[src/rtl/lif_pkg.sv]
// Shared constants and types for the time-multiplexed LIF neuron scheduler.
// The scheduler, its bus interface and the bench all size themselves from here.
package lif_pkg;

  localparam int N_NEURONS  = 4;
  localparam int STATE_W    = 8;
  localparam int BETA_SHIFT = 2;
  localparam int IDX_W      = $clog2(N_NEURONS);

  typedef logic [STATE_W-1:0] mem_t;

  typedef enum logic [1:0] {
    IDLE,
    LOAD,
    EXEC,
    DONE
  } state_t;

endpackage

[src/rtl/lif_scheduler_if.sv]
// Control/data bundle between the pin wrapper (master) and the scheduler (slave).
// The master owns the strobe, threshold, current feed and monitor select.
interface lif_scheduler_if;
  import lif_pkg::*;

  logic                 step;
  mem_t                 thresh;
  mem_t                 cur_in;
  logic [IDX_W-1:0]     mon_sel;
  logic [IDX_W-1:0]     cur_idx;
  logic                 busy;
  logic                 done;
  logic [N_NEURONS-1:0] spikes;
  mem_t                 mon_state;

  modport master (
    output step, thresh, cur_in, mon_sel,
    input  cur_idx, busy, done, spikes, mon_state
  );

  modport slave (
    input  step, thresh, cur_in, mon_sel,
    output cur_idx, busy, done, spikes, mon_state
  );

endinterface

[src/rtl/lif_update.sv]
// Combinational leak/integrate/threshold step for one neuron.
// Shared by the multiplexed scheduler and the single-neuron wrapper.
module lif_update
  import lif_pkg::*;
#(
  parameter int W     = STATE_W,
  parameter int SHIFT = BETA_SHIFT
) (
  input  logic [W-1:0] i_mem,
  input  logic [W-1:0] i_cur,
  input  logic [W-1:0] i_thr,
  output logic [W-1:0] o_next_mem,
  output logic         o_fire
);

  logic [W-1:0] w_leaked;
  logic [W:0]   w_sum;
  logic [W-1:0] w_sat;

  // A zero threshold disables firing so membranes can be preloaded.
  always_comb begin
    w_leaked   = i_mem - (i_mem >> SHIFT);
    w_sum      = {1'b0, w_leaked} + {1'b0, i_cur};
    w_sat      = w_sum[W] ? '1 : w_sum[W-1:0];
    o_fire     = (i_thr != '0) && (w_sat >= i_thr);
    o_next_mem = o_fire ? '0 : w_sat;
  end

endmodule

[src/rtl/lif_scheduler.sv]
// Sequences N_NEURONS virtual neurons through one lif_update datapath per timestep,
// holding membranes in a register file and publishing the spike vector per pass.
module lif_scheduler
  import lif_pkg::*;
(
  input logic             clk,
  input logic             rst,
  lif_scheduler_if.slave  bus
);

  state_t               r_state;
  logic [IDX_W-1:0]     r_idx;
  mem_t                 r_mem [N_NEURONS];
  mem_t                 r_curQ;
  mem_t                 r_memQ;
  mem_t                 r_thrQ;
  logic [N_NEURONS-1:0] r_spkAcc;
  logic [N_NEURONS-1:0] r_spikes;
  logic                 r_busy;
  logic                 r_done;

  mem_t                 w_nextMem;
  logic                 w_fire;
  logic [N_NEURONS-1:0] w_spkNext;

  lif_update #(
    .W     (STATE_W),
    .SHIFT (BETA_SHIFT)
  ) u_update (
    .i_mem      (r_memQ),
    .i_cur      (r_curQ),
    .i_thr      (r_thrQ),
    .o_next_mem (w_nextMem),
    .o_fire     (w_fire)
  );

  // Spike accumulator including the neuron being written back this cycle,
  // so the last neuron's result reaches the published vector at the same edge.
  always_comb begin
    w_spkNext        = r_spkAcc;
    w_spkNext[r_idx] = w_fire;
  end

  always_ff @(posedge clk) begin
    if (rst) begin
      r_state  <= IDLE;
      r_idx    <= '0;
      r_curQ   <= '0;
      r_memQ   <= '0;
      r_thrQ   <= '0;
      r_spkAcc <= '0;
      r_spikes <= '0;
      r_busy   <= 1'b0;
      r_done   <= 1'b0;
      for (int i = 0; i < N_NEURONS; i++) begin
        r_mem[i] <= '0;
      end
    end else begin
      r_done <= 1'b0;
      case (r_state)
        IDLE: begin
          if (bus.step) begin
            r_thrQ  <= bus.thresh;
            r_idx   <= '0;
            r_busy  <= 1'b1;
            r_state <= LOAD;
          end
        end
        LOAD: begin
          r_curQ  <= bus.cur_in;
          r_memQ  <= r_mem[r_idx];
          r_state <= EXEC;
        end
        EXEC: begin
          r_mem[r_idx] <= w_nextMem;
          r_spkAcc     <= w_spkNext;
          if (r_idx == IDX_W'(N_NEURONS - 1)) begin
            r_spikes <= w_spkNext;
            r_done   <= 1'b1;
            r_state  <= DONE;
          end else begin
            r_idx   <= r_idx + 1'b1;
            r_state <= LOAD;
          end
        end
        DONE: begin
          r_busy  <= 1'b0;
          r_state <= IDLE;
        end
        default: r_state <= IDLE;
      endcase
    end
  end

  assign bus.cur_idx   = r_idx;
  assign bus.busy      = r_busy;
  assign bus.done      = r_done;
  assign bus.spikes    = r_spikes;
  assign bus.mon_state = r_mem[bus.mon_sel];

endmodule

[src/flat_wrapper.sv]
// flat-port wrapper written by rule: the top's interface ports become plain ports
module lif_scheduler_flat import lif_pkg::*;
  (clk, rst, bus_step, bus_thresh, bus_cur_in, bus_mon_sel, bus_cur_idx, bus_busy, bus_done, bus_spikes, bus_mon_state);
  lif_scheduler_if bus_i ();
  input logic clk;
  input logic rst;
  input wire logic [$bits(bus_i.step)-1:0] bus_step;
  input wire logic [$bits(bus_i.thresh)-1:0] bus_thresh;
  input wire logic [$bits(bus_i.cur_in)-1:0] bus_cur_in;
  input wire logic [$bits(bus_i.mon_sel)-1:0] bus_mon_sel;
  output wire logic [$bits(bus_i.cur_idx)-1:0] bus_cur_idx;
  output wire logic [$bits(bus_i.busy)-1:0] bus_busy;
  output wire logic [$bits(bus_i.done)-1:0] bus_done;
  output wire logic [$bits(bus_i.spikes)-1:0] bus_spikes;
  output wire logic [$bits(bus_i.mon_state)-1:0] bus_mon_state;
  assign bus_i.step = bus_step;
  assign bus_i.thresh = bus_thresh;
  assign bus_i.cur_in = bus_cur_in;
  assign bus_i.mon_sel = bus_mon_sel;
  assign bus_cur_idx = bus_i.cur_idx;
  assign bus_busy = bus_i.busy;
  assign bus_done = bus_i.done;
  assign bus_spikes = bus_i.spikes;
  assign bus_mon_state = bus_i.mon_state;
  lif_scheduler u_core (.clk(clk), .rst(rst), .bus(bus_i));
endmodule
[config.mk]
export PLATFORM = sky130hd
export DESIGN_NAME = lif_scheduler_flat
export DESIGN_NICKNAME = d
export VERILOG_FILES = /design/src/rtl/lif_pkg.sv /design/src/rtl/lif_scheduler_if.sv /design/src/rtl/lif_update.sv /design/src/rtl/lif_scheduler.sv /design/src/flat_wrapper.sv
export SDC_FILE = /design/constraint.sdc
export NUM_CORES = 1
export LEC_CHECK = 0
export ABC_CLOCK_PERIOD_IN_PS = 8400
export CAP_MARGIN = 20
export CORE_UTILIZATION = 34
export DETAILED_ROUTE_END_ITERATION = 6
export GPL_TIMING_DRIVEN = 0
export RECOVER_POWER = 100
export SLEW_MARGIN = 20
export SYNTH_ARGS = -nofsm -noshare
export SYNTH_HDL_FRONTEND = slang
export SYNTH_SLANG_ARGS = --single-unit
[constraint.sdc]
create_clock -name clk -period 8.4 [get_ports clk]
set_input_delay 2.52 -clock clk [delete_from_list [all_inputs] [get_ports clk]]
set_output_delay 2.52 -clock clk [all_outputs]
set_load 0.03 [all_outputs]
# Yosys cells after proc, flatten, opt, wreduce, memory -nomap -nowiden
# Memory sizes are Yosys's and may differ from the RTL's. A register that Yosys moved wholly into a read port is not among the register bits.
# Cells that the tools add are included.
# word_totals
register_bits,30
ramBits,32
in_bits,21
elab_cells,56
mem_count,1
# mem_list
memory,words,width,read_ports,rd_ports_with_merged_regs,wr,line,rtl
u_core.r_mem,4,8,2,1,4,lif_scheduler.sv:13,mem_t r_mem [N_NEURONS];
# op_classes
n_addsub,3
magnitude_cmp,3
eq_ne,6
mux,22
bitwise_logic,1
reduce_logical,12
# op_table
operator,count
two-way mux 8 bit,3
two-way mux 2 bit,5
adder 8 x 8 -> 9 bit,1
two-way mux 1 bit,9
greater-or-equal comparator 8 bit,1
case mux 2 bit (4 select lines),1
nonzero test 8 bit,1
OR reduction 8 bit,1
subtractor 8 x 6 -> 8 bit,1
"== test 2 bit, second input constant",3
AND reduction 2 bit,3
bitwise mux 4 bit,1
"inequality test 2 bit, second input constant",2
case mux 2 bit (2 select lines),1
nonzero test 2 bit,2
"< comparator 2 x 3 -> 1 bit, second input constant",1
AND reduction 3 bit,1
"adder 2 x 1 -> 2 bit, second input constant",1
demux 1 bit (select 2 bit),1
"== test 2 x 1 -> 1 bit, second input constant",1
"greater-or-equal comparator 2 x 1 -> 1 bit, second input constant",1
logical AND 1 bit,2
logical NOT 2 bit,1
case mux 1 bit (2 select lines),1
other kinds (2),2

# Depth between registers and ports, before layout
# Gate-level depths: netlist (run 1).
# depth
ltp_word,7
mapped_depth,21
depth_no_buf,20

# By module
# A second synthesis (run 1) with hierarchy kept.
# hier_totals
hier_cells,384
area_unflattened_um2,4043.9
# by_module_without_submodules
mod,instances,cells_each,area_per_inst_um2,seq_area_each_um2
lif_scheduler,1,262,3141.8,1701.6
lif_update,1,122,902.1,0.0

# Worst setup path before layout (run 1)
# No wires, ideal clock.
# synth_timing
path_kind,input to output
start,in bus_mon_sel[0]
end,out bus_mon_state[0]
arrival_ns,3.611
required_ns,5.880
path_slack_ns,2.269
stages,2
path_buffers,1
cell_sequence,clkbuf_1 > mux4_2
# synth_via
elab_chain_len,1
# synth_lines
item,line,rtl
from (decl),flat_wrapper.sv:10,input wire logic [$bits(bus_i.mon_sel)-1:0] bus_mon_sel;
memory read (4 x 8 bit),-,
to (decl),flat_wrapper.sv:15,output wire logic [$bits(bus_i.mon_state)-1:0] bus_mon_state;
# No other way between the ends.

# Worst setup path after layout (run 1)
# layout_timing
start,in bus_mon_sel[0]
end,out bus_mon_state[7]
# The elaborated chain is that of the path after synthesis.

==> reports/results.ini, run 1 <==
[min_path]
hold_end=u_core.r_curQ[5]$_SDFFE_PP0N_
worst_hold_path_type=reg -> reg
min-delay-start=u_core.r_curQ[5]$_SDFFE_PP0N_
hold_depth=2

[drt]
count_of_tritonroute_iterations_in_the_first_routing_pass=4
postRouteAntennaNets=0
drt_drc_violations_left=0
detail_route.vias_per_cell=5.22
wirelength_microns=9300
drt_iter0_markers=187
post_drt_wl_per_cell_microns=16.1
num_vias=3018

[clocking]
cts_num_sinks=69
postCtsHoldBufs=0
cts.clk_slew.worst_paths_ns=0.05
cts-resized-gates=0
number_of_buffers_on_the_longest_clock_path=2
cts_setup_buffers=0
htreeDepth=3
tritoncts=built
cts-root-buf=sky130_fd_sc_hd__clkbuf_16
worstSkewPairLatency_ns=0.32
cts_made_buffers=9

[worst_setup_path]
kind_of_end_point_of_the_critical_path=output pin
cp-start-kind=input port
worstReg2RegEnd=u_core.r_mem[1][5]$_SDFFCE_PN0P_
cp_num_buf_inv=2
timing.critical_path.cells=clkbuf_1 > mux4_2 > dlygate4sd3_1
critical_path.top_delay_family=buffers and inverters
crit_path_max_fanout=8
critical_path.reg2reg.startpoint=u_core.r_memQ[2]$_SDFFE_PP0N_
cp.required_ns=5.88
rrSetupSlack_ns=2.35
critPathArrivalTime_ns=4.44
worst-r2r-cell-count=19
timing_worst_setup_path_type=in -> out
cpMaxStageDelayCell=sky130_fd_sc_hd__dlygate4sd3_1
crit_path_max_incr_delay_ns=0.71

[run_status]
failed_checks=capacitance limit, slew limit
result_of_the_run=complete, but fails checks

[sta]
setup_viol=0
fmax_achieved_mhz=144
worst-slew-pin-transition_ns=1.53
timing.final.crit_share=0.828
final.min_clock_period_ns=6.96
relSlewSlack=-0.0299
timing.final.max_slew_violations=9
finalWorstSetupSlack_ns=1.44
grt_setup_unrepaired=false
timing.final.hold_violations=0
worst_clock_skew_ns=0.00609
tns_setup_ns=0

[finish]
syn_to_final_growth_pct=19.4
total_nets_final=482
layout.cells.most_common_list=45 x sky130_fd_sc_hd__nand2_1, 44 x sky130_fd_sc_hd__nor2_1, 40 x sky130_fd_sc_hd__a21oi_1
num-fill-cells=1070
layoutNonFillerInstCount=578
num_antenna_cells=0
most_common_cell_after_layout_fill_and_taps_aside=sky130_fd_sc_hd__nand2_1
drive_above_1_share=0.105
postLayoutCoreUtil=0.424
multiInputGateArea_sq_um=2020
sequential_cell_area_sq_um=1700

[power]
sw_frac_of_total=0.296
cellPowerDensity_nw_per_um2=210
power.ir.vdd_worst_uv=94.2
internal_power_w=0.000695
net-switching-power_w=0.000292
p_leak_nw=1.79
p_seq_frac=0.380
comb_power_share=0.252
pwr-share-clk=0.368

[place]
detailed_placer_s_ending_hpwl_microns=6830
port_buffers=34
finalWeightedCongestion=0.803
dpl_worst_slack_ns=1.53
placed_cells=562

[logic_synthesis]
yosys_most_used_dff=sky130_fd_sc_hd__dfxtp_1
syn_area_sq_um=3940
synthesis.nets=437
ys_async_sr_fraction=0
yosysWarnings=0
yosysSeqAreaShare=0.432
yosys-top-cells-area=sky130_fd_sc_hd__edfxtp_1 24%, sky130_fd_sc_hd__dfxtp_1 19%, sky130_fd_sc_hd__mux4_2 9.1%
yosysTopAreaCell=sky130_fd_sc_hd__edfxtp_1
post-synth-top-area-fraction=0.244
post_synthesis_instance_total=388
synthesis.area_per_instance_sq_um=10.2
yosys_cell_types=50
number_of_flip_flops_and_latches_in_the_synthesized_netlist=69
synth-edff-count=32

[floorplan]
die-width_microns=110
core_area_sq_um=11100
dieHeight_microns=110
floorplan.rows=38
floorplan.io_pins=37
die_area_sq_um=12000
initial_core_util=0.356

[global_routing]
first_pass_grt_wire_length_microns=15200
maximum_number_of_pins_on_one_net_before_global_route_repair=12
grt_remaining_overflow=0
first_global_vias=3023
track_usage=0.170
antenna_violations_before_repair=0

[job]
max_cap_violations=1

-- power by group through the flow --
| stage | logic, W | clock network, W | registers [W] |
|---|---|---|---|
| 2_1_floorplan | 0.000189 | 0 | 0.000380 |
| 3_3_place_gp | 0.000250 | 0 | 0.000381 |
| 3_5_place_dp | 0.000258 | 0 | 0.000382 |
| 4_1_cts | 0.000260 | 0.000371 | 0.000375 |
| 5_1_grt | 0.000275 | 0.000385 | 0.000377 |
| 6_report | 0.000249 | 0.000363 | 0.000375 |
-- Yosys cell counts (3+ instances only) --
master                      n
sky130_fd_sc_hd__nor4_1     4
sky130_fd_sc_hd__a21oi_1   40
sky130_fd_sc_hd__nor2b_1    6
sky130_fd_sc_hd__nand2_1   45
sky130_fd_sc_hd__edfxtp_1  32
sky130_fd_sc_hd__a31oi_1    4
sky130_fd_sc_hd__o21ai_0    9
sky130_fd_sc_hd__nor3_1     8
sky130_fd_sc_hd__ha_1      26
sky130_fd_sc_hd__nand3_1    5
sky130_fd_sc_hd__inv_1     27
sky130_fd_sc_hd__o21a_1     4
sky130_fd_sc_hd__a311oi_1   3
sky130_fd_sc_hd__a21o_1     3
sky130_fd_sc_hd__mux4_2    16
sky130_fd_sc_hd__buf_2      5
sky130_fd_sc_hd__xnor2_1    5
sky130_fd_sc_hd__nor4b_1    3
sky130_fd_sc_hd__buf_1      4
sky130_fd_sc_hd__xor2_1     3
sky130_fd_sc_hd__nor2_1    44
sky130_fd_sc_hd__dfxtp_1   37
sky130_fd_sc_hd__clkbuf_1  12
sky130_fd_sc_hd__a211oi_4   3
-- metrics by stage --
step / hold slack (ns) / total power (W) / area (sq um)
global route: 0.489 / 0.00104 / 4700
finish: 0.461 / 0.000987 / 4700
CTS: 0.462 / 0.00101 / 4740
detailed placement: 0.453 / 0.000640 / 4450
global placement: 0.450 / 0.000631 / 4450
floorplan: 0.436 / 0.000569 / 3940
-- registers in the layout (all words and copies together), names as in the netlist --
register	flops
u_core.r_thrQ	8
u_core.bus.busy	1
u_core.r_state	2
u_core.r_spkAcc	3
u_core.bus.cur_idx	2
u_core.bus.spikes	4
u_core.r_curQ	8
u_core.r_mem	32
u_core.r_memQ	8
u_core.bus.done	1
-- cells by family after synthesis --
| kind of cell | Yosys count | synth area share |
|---|---|---|
| buf+inv | 48 | 0.0473 |
| simple gates | 127 | 0.146 |
| flops | 69 | 0.432 |
| xor+xnor | 8 | 0.0178 |
| fa+ha+maj | 28 | 0.0928 |
| compound gates | 90 | 0.167 |
| mux | 18 | 0.0969 |
-- layout make-up --
type / instances / share of cell area
multi-input cells: 271 / 0.429
flip-flops and latches: 69 / 0.362
repair buffers: 34 / 0.0724
clock buffers: 11 / 0.0495
well taps: 140 / 0.0373
inverters: 27 / 0.0216
plain buffers: 21 / 0.0178
clock inverters: 5 / 0.0109
-- per-layer routing --
metal,GRT usage,routed length [microns],up-vias
li1,-,-,1484
met4,0.0514,110,0
met3,0.0344,405,8
met5,0,0,-
met2,0.266,4280,73
met1,0.235,4510,1453
-- how the worst max path moves through the flow --
stage          depth (start not counted)  slack (ns)      startpoint               end
2_1_floorplan                          2        2.27  bus_mon_sel[0]  bus_mon_state[0]
3_3_place_gp                           3        1.55  bus_mon_sel[0]  bus_mon_state[7]
3_5_place_dp                           3        1.53  bus_mon_sel[0]  bus_mon_state[7]
4_1_cts                                3        1.53  bus_mon_sel[0]  bus_mon_state[7]
5_1_grt                                3        1.37  bus_mon_sel[0]  bus_mon_state[7]
6_report                               3        1.44  bus_mon_sel[0]  bus_mon_state[7]
-- tightest hold or removal path: cells and delay by family (launching register included) --
kind,cells,cell delay [ns]
AND/OR/NAND/NOR,1,0.05
flip-flops,1,0.31
AO/OA/AOI/OAI,1,0.05
Note: power is estimated with default switching activity, not from simulation.
==> inputs of run 2 (changes only) <==
--- a/config.mk
+++ b/config.mk
@@ -5,7 +5,7 @@
 export SDC_FILE = /design/constraint.sdc
 export NUM_CORES = 1
 export LEC_CHECK = 0
-export ABC_CLOCK_PERIOD_IN_PS = 8400
+export ABC_CLOCK_PERIOD_IN_PS = 7200
 export CAP_MARGIN = 20
 export CORE_UTILIZATION = 34
 export DETAILED_ROUTE_END_ITERATION = 6
==> constraint.sdc (replaced) <==
create_clock -name clk -period 7.2 [get_ports clk]
set_input_delay 2.16 -clock clk [delete_from_list [all_inputs] [get_ports clk]]
set_output_delay 2.16 -clock clk [all_outputs]
set_load 0.03 [all_outputs]
==> results of run 2 <==
Same layout as run 1 (identical final DEF). Status: complete, but fails checks: capacitance limit, slew limit.
Main changes from that run: setup slack after placement 1.53 ns -> 1.05 ns; setup slack after layout 1.44 ns -> 0.963 ns; register-to-register setup slack 2.35 ns -> 1.15 ns; total power 0.000987 W -> 0.00115 W; worst IR drop on VDD 94.2 uV -> 110 uV
